## config.mk

```make
export PLATFORM = sky130hd
export DESIGN_NAME = fetch_unit
export DESIGN_NICKNAME = d
export VERILOG_FILES = /design/src/rtl/fetch_unit.sv
export SDC_FILE = /design/constraint.sdc
export NUM_CORES = 1
export LEC_CHECK = 0
export CORE_MARGIN = 2
export CORE_UTILIZATION = 56
export DETAILED_ROUTE_END_ITERATION = 6
export PLACE_DENSITY = 0.91
export SYNTH_ARGS = -nofsm -noshare
export SYNTH_HDL_FRONTEND = slang
export SYNTH_SLANG_ARGS = --single-unit
```

## constraint.sdc

```tcl
create_clock -name clock -period 4.9 [get_ports clock]
set_input_delay 1.225 -clock clock [delete_from_list [all_inputs] [get_ports clock]]
set_output_delay 1.225 -clock clock [all_outputs]
set_load 0.02 [all_outputs]
```

## src/rtl/fetch_unit.sv

```systemverilog
// fetch_unit: IF-stage sequencer driving the PC register, instruction memory and IF/ID register.
// Four-state FSM (BOOT/REQ/HOLD/DROP) with a one-entry hold buffer and a pending-redirect register.
module fetch_unit #(
  parameter logic [31:0] RESET_PC  = 32'h0000_0000,
  parameter logic [31:0] NOP_INSTR = 32'h0000_0013
) (
  input  logic        clock,
  input  logic        reset,
  input  logic [31:0] pc,
  output logic [31:0] next_pc,
  output logic        pc_en,
  output logic        imem_req,
  output logic [31:0] imem_addr,
  input  logic        imem_ready,
  input  logic [31:0] imem_rdata,
  input  logic        stall,
  input  logic        redirect_valid,
  input  logic [31:0] redirect_pc,
  output logic        ifid_valid,
  output logic [31:0] ifid_pc,
  output logic [31:0] ifid_instr
);
  typedef enum logic [1:0] {BOOT, REQ, HOLD, DROP} state_t;
  state_t      state_q, state_d;
  logic        ifid_valid_q, ifid_valid_d;
  logic [31:0] ifid_pc_q, ifid_pc_d, ifid_instr_q, ifid_instr_d;
  logic [31:0] hold_pc_q, hold_pc_d, hold_instr_q, hold_instr_d;
  logic [31:0] pend_q, pend_d;
  logic [31:0] tgt, load_pc, load_instr;
  logic        load;
  assign imem_addr  = pc;
  assign tgt        = {redirect_pc[31:2], 2'b00};
  assign ifid_valid = ifid_valid_q;
  assign ifid_pc    = ifid_pc_q;
  assign ifid_instr = ifid_instr_q;
  always_comb begin
    state_d      = state_q;
    next_pc      = pc;
    pc_en        = 1'b0;
    imem_req     = 1'b0;
    load         = 1'b0;
    load_pc      = pc;
    load_instr   = imem_rdata;
    hold_pc_d    = hold_pc_q;
    hold_instr_d = hold_instr_q;
    pend_d       = pend_q;
    case (state_q)
      BOOT: begin
        pc_en   = 1'b1;
        next_pc = redirect_valid ? tgt : RESET_PC;
        state_d = REQ;
      end
      REQ: begin
        imem_req = 1'b1;
        if (imem_ready) begin
          if (redirect_valid) begin
            pc_en   = 1'b1;
            next_pc = tgt;
          end else if (!stall) begin
            pc_en   = 1'b1;
            next_pc = pc + 32'd4;
            load    = 1'b1;
          end else begin
            hold_pc_d    = pc;
            hold_instr_d = imem_rdata;
            state_d      = HOLD;
          end
        end else if (redirect_valid) begin
          pend_d  = tgt;
          state_d = DROP;
        end
      end
      HOLD: begin
        load_pc    = hold_pc_q;
        load_instr = hold_instr_q;
        if (redirect_valid) begin
          pc_en   = 1'b1;
          next_pc = tgt;
          state_d = REQ;
        end else if (!stall) begin
          pc_en   = 1'b1;
          next_pc = hold_pc_q + 32'd4;
          load    = 1'b1;
          state_d = REQ;
        end
      end
      default: begin
        // outstanding request to the old pc must complete before the target can be fetched
        imem_req = 1'b1;
        if (redirect_valid) pend_d = tgt;
        if (imem_ready) begin
          pc_en   = 1'b1;
          next_pc = redirect_valid ? tgt : pend_q;
          state_d = REQ;
        end
      end
    endcase
    ifid_valid_d = redirect_valid ? 1'b0 : stall ? ifid_valid_q : load;
    ifid_pc_d    = load ? load_pc : ifid_pc_q;
    ifid_instr_d = redirect_valid ? NOP_INSTR : load ? load_instr : ifid_instr_q;
  end
  always_ff @(posedge clock or negedge reset) begin
    if (!reset) begin
      state_q      <= BOOT;
      ifid_valid_q <= 1'b0;
      ifid_pc_q    <= 32'h0;
      ifid_instr_q <= NOP_INSTR;
      hold_pc_q    <= 32'h0;
      hold_instr_q <= 32'h0;
      pend_q       <= 32'h0;
    end else begin
      state_q      <= state_d;
      ifid_valid_q <= ifid_valid_d;
      ifid_pc_q    <= ifid_pc_d;
      ifid_instr_q <= ifid_instr_d;
      hold_pc_q    <= hold_pc_d;
      hold_instr_q <= hold_instr_d;
      pend_q       <= pend_d;
    end
  end
endmodule

```

==> Word level (Yosys, flattened, before mapping) <==
Index checks and enable logic that the tools add are counted.
{ "classes": {"addsub": 2, "eq_ne": 8, "muxes": 34, "bitwise": 2, "reduce_logical": 7} }
{ "ops": {"columns": ["operator", "count"], "rows": [
  ["2-to-1 mux 32 bit", 13],
  ["one-hot mux 32 bit (3 select lines)", 1],
  ["adder 32 x 3 -> 32 bit, second input constant", 2],
  ["one-hot mux 32 bit (2 select lines)", 1],
  ["2-to-1 mux 2 bit", 7],
  ["inequality test 3 bit, second input constant", 4],
  ["2-to-1 mux 1 bit", 9],
  ["one-hot mux 2 bit (3 select lines)", 1],
  ["AND reduction 5 bit", 1],
  ["AND reduction 4 bit", 1],
  ["nonzero test 4 bit", 1],
  ["one-hot mux 1 bit (3 select lines)", 1],
  ["equality test 2 x 1 -> 1 bit, second input constant", 1],
  ["equality test 2 bit, second input constant", 1],
  ["logical NOT 2 bit", 1],
  ["inequality test 2 x 1 -> 1 bit, second input constant", 1],
  ["inequality test 2 bit, second input constant", 1],
  ["NOT 1 bit", 2],
  ["one-hot mux 1 bit (2 select lines)", 1],
  ["AND reduction 2 bit", 1],
  ["nonzero test 2 bit", 1],
  ["OR reduction 2 bit", 1]
]} }
{ "word_totals": {"ff_bits": 163, "input_bits": 101, "out_inout_bits": 131, "word_cells": 60} }

==> Logic depth before layout (Yosys ltp) <==
Gate-level depths: netlist of the first run.
{ "depth": {"word_depth": 6, "mapped_depth": 10, "depth_no_buf": 9} }

==> Least setup slack after synthesis of the first run <==
Ideal clock, no wire load.
{ "synth_path": {"kind": "input-to-output", "start": "input redirect_valid", "end": "output next_pc[17]", "t_arrival_ns": 3.277, "t_required_ns": 3.675, "path_slack_ns": 0.398, "path_stages": 6, "cell_sequence": "clkbuf_1 -> buf_2 -> clkbuf_1 -> buf_1 -> a211oi_1 -> o311ai_0"} }
{ "synth_via": {"elab_chain_cells": 3} }
{ "synth_rtl": {"columns": ["element", "line", "rtl"], "rows": [
  ["from (decl)", "17", "input logic redirect_valid,"],
  ["2-to-1 mux 32 bit (on tied branches)", null, null],
  ["2-to-1 mux 32 bit (on tied branches)", "91, 55", null],
  ["one-hot mux 32 bit (3 select lines) *", "47", "case (state_q)"],
  ["to (decl)", "10", "output logic [31:0] next_pc,"]
]} }
Mark *: on every way between the ends. The rest lies on a longest branch, timed or not.

==> Worst setup path after layout of the first run <==
{ "layout_path": {"start": "input pc[3]", "end": "output next_pc[14]"} }
{ "layout_via": {"elab_chain_cells": 5} }
{ "layout_rtl": {"columns": ["element", "line", "rtl"], "rows": [
  ["from (decl)", "9", "input logic [31:0] pc,"],
  ["adder 32 x 3 -> 32 bit", "61", "next_pc = pc + 32'd4;"],
  ["2-to-1 mux 32 bit", "59", "end else if (!stall) begin"],
  ["2-to-1 mux 32 bit", "56", "if (redirect_valid) begin"],
  ["2-to-1 mux 32 bit", "55", "if (imem_ready) begin"],
  ["one-hot mux 32 bit (3 select lines)", "47", null]
]} }
No other way between the ends.

==> results of run 1 <==
report_power, final:
part	total [W]	switching [W]	internal [W]
clock	0.00138	0.000689	0.000694
sequential	0.00239	0.000469	0.00192
combinational	0.00357	0.00197	0.00160
total	0.00734	0.00312	0.00422
layout by cell type (no fill, tap or decap), drive strengths merged, types with 7 or more instances in the layout:
| cell type | Yosys | routed |
|---|---|---|
| clkdlybuf4s50 | 0 | 197 |
| dfrtp | 160 | 160 |
| o21ai | 127 | 127 |
| nand2 | 119 | 119 |
| buf | 64 | 108 |
| mux2 | 90 | 90 |
| mux2i | 80 | 80 |
| nand3 | 58 | 58 |
| a21oi | 54 | 54 |
| nor2 | 46 | 46 |
| nand4 | 25 | 25 |
| inv | 17 | 25 |
| clkbuf | 71 | 23 |
| o211ai | 19 | 19 |
| xnor2 | 16 | 16 |
| dlygate4sd2 | 0 | 16 |
| nor3 | 16 | 16 |
| a31oi | 12 | 12 |
| a2bb2oi | 11 | 11 |
| a221oi | 10 | 10 |
| nor2b | 10 | 10 |
| a22oi | 10 | 10 |
| and3 | 8 | 8 |
| xor2 | 8 | 8 |
| o221ai | 8 | 8 |
| nand2b | 7 | 7 |
| and4 | 7 | 7 |
| clkinv | 2 | 7 |
| nor4 | 7 | 7 |
cell type report:
type | instances | area (sq um) | share of cell area (%)
multi-input combinational | 836 | 5750 | 41.3
inverter | 19 | 71.3 | 0.512
antenna | 1 | 2.50 | 0.0180
clock buffer | 17 | 425 | 3.05
sequential | 163 | 4080 | 29.3
timing repair buffer | 334 | 3120 | 22.4
tap | 234 | 293 | 2.10
clock inverter | 15 | 183 | 1.31
kinds of logic after synthesis:
family,count (synthesis),share of synthesized area (%)
compound gates,318,19.4
xor+xnor,24,2.00
fa+ha+maj,6,0.715
buf+inv,154,6.85
flops,163,38.9
mux,170,17.3
simple gates,318,14.9
final timing paths:
path,depth (start not counted),endpoint
max,11,next_pc[14]
min,2,ifid_pc[17]$_DFFE_PN0P_
max reg2reg,8,pend_q[18]$_DFFE_PN0P_
min reg2reg,2,ifid_pc[17]$_DFFE_PN0P_
max in group asynchronous,2,ifid_instr[1]$_DFFE_PN1P_
min in group asynchronous,1,ifid_pc[5]$_DFFE_PN0P_
per-layer routing:
metal	wire, microns	GRT usage (%)	part of all wire (%)	vias to the layer above
li1	-	-	-	4670
met3	3750	9.10	10	141
met5	0	0	0	-
met2	17200	59.6	48	716
met4	1500	16.3	4.2	0
met1	13700	46.6	38	5085
state kept, by name, indices dropped and copies added (netlist names):
signal and cells:
ifid_valid 1, ifid_instr 32, state_q 2, hold_instr_q 32
ifid_pc 32, hold_pc_q 32, pend_q 32
worst max-delay path: stages:
cell,delay [ps]
clkdlybuf4s50_1,550
ha_1,190
nand4b_1,100
buf_4,170
nor3_2,160
buf_4,170
and4_1,210
mux2i_1,70
a21o_1,170
a32oi_1,300
clkdlybuf4s15_1,360
through the flow:
| stage | area [sq um] | TNS [ps] |
|---|---|---|
| after detailed placement | 13300 | -4850 |
| after global placement | 13300 | -4680 |
| after CTS | 13900 | 0 |
| after global routing | 13900 | -19.1 |
| after floorplan | 10500 | 0 |
| final | 13900 | -18.6 |
what timing repair did:
item / 4_1_cts / 5_1_grt
pin swaps: 1 / 3
setup endpoints to repair: 26 / 16
resized for setup: 30 / 28
buffers inserted: 1 / 0
endpoints found under the hold margin: 0 / 0
==> results.md, run 1 <==
- Vias in the first global route: 10542
- PortBufs: 229
- Gr usage total: 36.6%
- Slew Viols, Final: 0
- Main synth FF type: dfrtp_1
- Final count of hold timing violations: 0
- Layout cells sized above 1: 18.8%
- Dpl cells: 1585
- Sequential share of the synthesized area: 38.9%
- Post-Syn Area: 10500 sq um
- Via count: 10612
- Initial DRC count: 1346
- Failing checks: setup timing
- Unrepaired setup endpoints after global routing: true
- Worst Path Arrival: 3690 ps
- Worst slew margin: 31.8%
- Core area: 18600 sq um
- Yosys top cell area share: 38.1%
- Full die area: 19900 sq um
- Die height: 141 microns
- Syn_nets: 1260
- Worst Setup Path Type: input pin to output pin
- Filler instances: 1291
- Commonest cells in the netlist: 160 x dfrtp_1, 127 x o21ai_0, 119 x nand2_1
- Max clock buf depth: 2
- Routed vias/inst: 6.55
- Cell taking the most area after synthesis: dfrtp_1
- Total CTS buffers: 17
- H-tree levels: 4
- DR pass1 iterations: 7
- Status: finished, violations left
- IO Pins: 232
- Worst-Skew Late Latency: 440 ps
- Cells after Synth: 1153
- CTS tree: built
- Hold path start: ifid_pc[17]$_DFFE_PN0P_
- Most used standard cell by instance count after synthesis: dfrtp_1
- Leak pwr: 5.78 nW
- Rows: 50
- Die W: 141 microns
- Worst Tran Pin Value: 1020 ps
- Final setup violation count: 1
- Detailed-route DRC error count: 0
- Maximum fanout along the worst path: 5
- Non-filler cells, final: 1619
- Startpoint types: input pin
- Yosys warning total: 0
- DRT antenna net count: 0
- Global route total overflow: 0
- FMAX: 203 MHz
- Synthesis-to-finish area growth: 32.6%
- Clk root buf: clkbuf_16
- First-pass GRT wire length: 56.8 mm
- Routed wire length: 36.2 mm
- WHS: 481 ps
- Hold buffers post-CTS: 0
- Flops & latches, synth: 163
- CP Capture Type: output pin
- Max-Cap Viols: 0
- VDD IR max: 0.000391 V
- Avg Synthesized Cell Area: 9.11 sq um
- Post-synth EDFFs: 0
- Distinct cells, synth: 70
- Flop2flop setup slack: 1660 ps
- Largest net degree at the start of global routing: 111
- Post-layout util: 75.0%
- Final worst slack: -18.6 ps
- Reg2reg start: state_q[0]$_DFFE_PN0P_
- Asr flop ratio synth: 100%
- Clock slew at reported path FFs: 70 ps
- Initial antenna violation count: 1
- Placed wire-length estimate: 24.7 mm
- GPL Wtd Cong: 0.954
- Final Power: 0.00734 W
- Routed len/inst: 22.4 microns
- Final worst path period need: 4920 ps
- Hold Path Class: register to register
- Final Net Count: 1478
- PwrDens: 527 nW/um^2
- Initial Util: 56.5%
- Num Clock Sinks: 163
- Clock Skew: 8.99 ps
- Worst Setup SP: pc[3]
- Synth area leaders: dfrtp_1 38%, mux2_2 9.5%, mux2i_1 7.6%
- Pre-CTS setup slack: -360 ps
- Final Cycle Share: 100%
- Req. time, crit path: 3670 ps
Power figures use the tool's default switching activity.
==> run 2: changes to the inputs <==
--- a/config.mk
+++ b/config.mk
@@ -5,6 +5,7 @@
 export SDC_FILE = /design/constraint.sdc
 export NUM_CORES = 1
 export LEC_CHECK = 0
+export ABC_CLOCK_PERIOD_IN_PS = 4900
 export CORE_MARGIN = 2
 export CORE_UTILIZATION = 56
 export DETAILED_ROUTE_END_ITERATION = 6
==> results of run 2 <==
Same layout as run 1: the final DEF is identical, and so are final timing and power.
==> run 3: changes to the inputs <==
--- a/config.mk
+++ b/config.mk
@@ -10,6 +10,7 @@
 export CORE_UTILIZATION = 56
 export DETAILED_ROUTE_END_ITERATION = 6
 export PLACE_DENSITY = 0.91
+export SLEW_MARGIN = 30
 export SYNTH_ARGS = -nofsm -noshare
 export SYNTH_HDL_FRONTEND = slang
 export SYNTH_SLANG_ARGS = --single-unit
==> run 3 against run 2 <==
The run now ends clean. Combinational power hardly changed. Sequential cell count stayed put. Clock-buffer cell count stayed put. Non-clock buffer count stayed put. Largest cell class unchanged. Largest power group unchanged.
==> results.md, run 3 (same netlist as run 1, synthesis figures left out) <==
- Routed wire length: 36.1 mm
- Full die area: 19900 sq um
- Rows: 50
- Final worst path period need: 4830 ps
- IO Pins: 232
- Worst Path Arrival: 3610 ps
- Unrepaired setup endpoints after global routing: false
- Global route total overflow: 0
- Placed wire-length estimate: 24.7 mm
- Leak pwr: 5.75 nW
- CP peak stage delay: 540 ps
- Synthesis-to-finish area growth: 32.6%
- Crit-path cells: clkdlybuf4s50_1 -> buf_4 -> nand4b_1 -> nor2_4 -> buf_4 -> nand4_1 -> buf_4 -> nor2_2 -> nand4_1 -> a32o_1 -> dlygate4sd2_1
- Num Clock Sinks: 163
- First-pass GRT wire length: 56.3 mm
- Worst-Skew Late Latency: 450 ps
- Status: completed
- Top delay family on crit path: buffers and inverters
- Hold depth: 2
- FMAX: 207 MHz
- GPL Wtd Cong: 0.954
- Final setup violation count: 0
- Gr usage total: 36.3%
- Hold path start: ifid_pc[17]$_DFFE_PN0P_
- Clk root buf: clkbuf_16
- Cell mode on critical path: buf_4
- Routed vias/inst: 6.53
- Worst Setup Path Type: input pin to output pin
- Initial antenna violation count: 2
- CP Capture Type: output pin
- R2R depth: 8
- PwrDens: 526 nW/um^2
- Buf/Inv on CP: 5
- Final Cycle Share: 98.6%
- Hold buffers post-CTS: 0
- Worst slew margin: 42.2%
- Startpoint types: input pin
- Clock slew at reported path FFs: 70 ps
- Largest net degree at the start of global routing: 111
- Worst path depth: 11
- Req. time, crit path: 3670 ps
- Final Power: 0.00733 W
- Final Net Count: 1478
- Met1 Wirelength: 13.8 mm
- Max clock buf depth: 2
- DR pass1 iterations: 7
- Layout cells sized above 1: 19.1%
- Via count: 10586
- Initial DRC count: 1192
- Met2 wire len: 17.2 mm
- Met3 routed WL: 3.61 mm
- WHS Endpoint: ifid_pc[17]$_DFFE_PN0P_
- Worst Setup SP: pc[3]
- Detailed-route DRC error count: 0
- Vias in the first global route: 10309
- Die W: 141 microns
- Total CTS buffers: 17
- Commonest non-fill, non-tap cell in the layout: clkdlybuf4s50_1
- Flop2flop setup slack: 1670 ps
- PortBufs: 229
- Dpl cells: 1585
- Die height: 141 microns
- DRT antenna net count: 0
- Slowest cell on crit path: clkdlybuf4s50_1
- VDD IR max: 0.000354 V
- R2r endpoint: pend_q[18]$_DFFE_PN0P_
- Maximum fanout along the worst path: 3
- Routed len/inst: 22.3 microns
- Initial Util: 56.5%
- Worst Tran Pin Value: 865 ps
- Hold Path Class: register to register
- Core area: 18600 sq um
- Final worst slack: 68.4 ps
- Commonest cells after routing, fill and taps aside: 199 x clkdlybuf4s50_1, 160 x dfrtp_1, 127 x o21ai_0, 117 x nand2_1, 98 x buf_4
- Final count of hold timing violations: 0
- Pre-CTS setup slack: -340 ps
- Non-filler cells, final: 1620
- Max-Cap Viols: 0
- H-tree levels: 4
- CTS tree: built
- Uppermost layer routed: met4
- Clock Skew: 7.71 ps
- Slew Viols, Final: 0
- Post-layout util: 75.0%
- Setup TNS: 0 ps
- Reg2reg start: state_q[0]$_DFFE_PN0P_
-- run 3: cell types whose count changed in the layout (fill, tap and decap cells not counted) --
cell and delta:
nand2_1 -1, nand3_1 -1, buf_6 -1, clkbuf_2 +2, nand2_2 +1, clkdlybuf4s50_1 +2
dlymetal6s2s_1 -2, buf_8 +1, diode_2 +1, dlygate4sd2_1 -2, nand3_2 +1
-- run 3: layer usage --
layer | global-route usage [%] | vias to the layer above
li1 | - | 4653
met1 | 46.4 | 5086
met2 | 59.3 | 716
met3 | 7.71 | 131
met4 | 17.3 | 0
met5 | 0 | -
-- run 3: final cells by class --
class                           instances  area [sq um]
Inverter                               19          71.3
Multi-Input combinational cell        836          5760
Clock inverter                         15           183
Timing Repair Buffer                  334          3110
Fill cell                            1272          4650
Sequential cell                       163          4080
Antenna cell                            2          5.00
Tap cell                              234           293
Clock buffer                           17           425
-- run 3: timing repair --
action / CTS / global route
gates resized for setup: 30 / 33
endpoints found under the setup margin: 26 / 16
pin swaps: 1 / 3
buffers inserted: 1 / 0
-- run 3: power breakdown --
part	total [W]	internal, W	switching, W
logic	0.00356	0.00160	0.00196
registers	0.00239	0.00192	0.000466
clock network	0.00138	0.000694	0.000691
total	0.00733	0.00422	0.00312
-- run 3: worst max path at each step --
stage / endpoint
CTS: next_pc[5]
finish: next_pc[31]
floorplan: next_pc[17]
global route: next_pc[18]
detailed placement: next_pc[30]
global placement: next_pc[30]
-- run 3: worst min-delay path: cells and delay by family, from the launching register on --
family / cells / cell delay [ps]
flops: 1 / 340
compound gates: 1 / 60
simple gates: 1 / 40
-- run 3: stage by stage --
stage | area (sq um) | hold slack (ps)
after CTS | 13900 | 486
after global routing | 13900 | 506
final | 13900 | 480
after global placement | 13300 | 461
after detailed placement | 13300 | 470
after floorplan | 10500 | 455
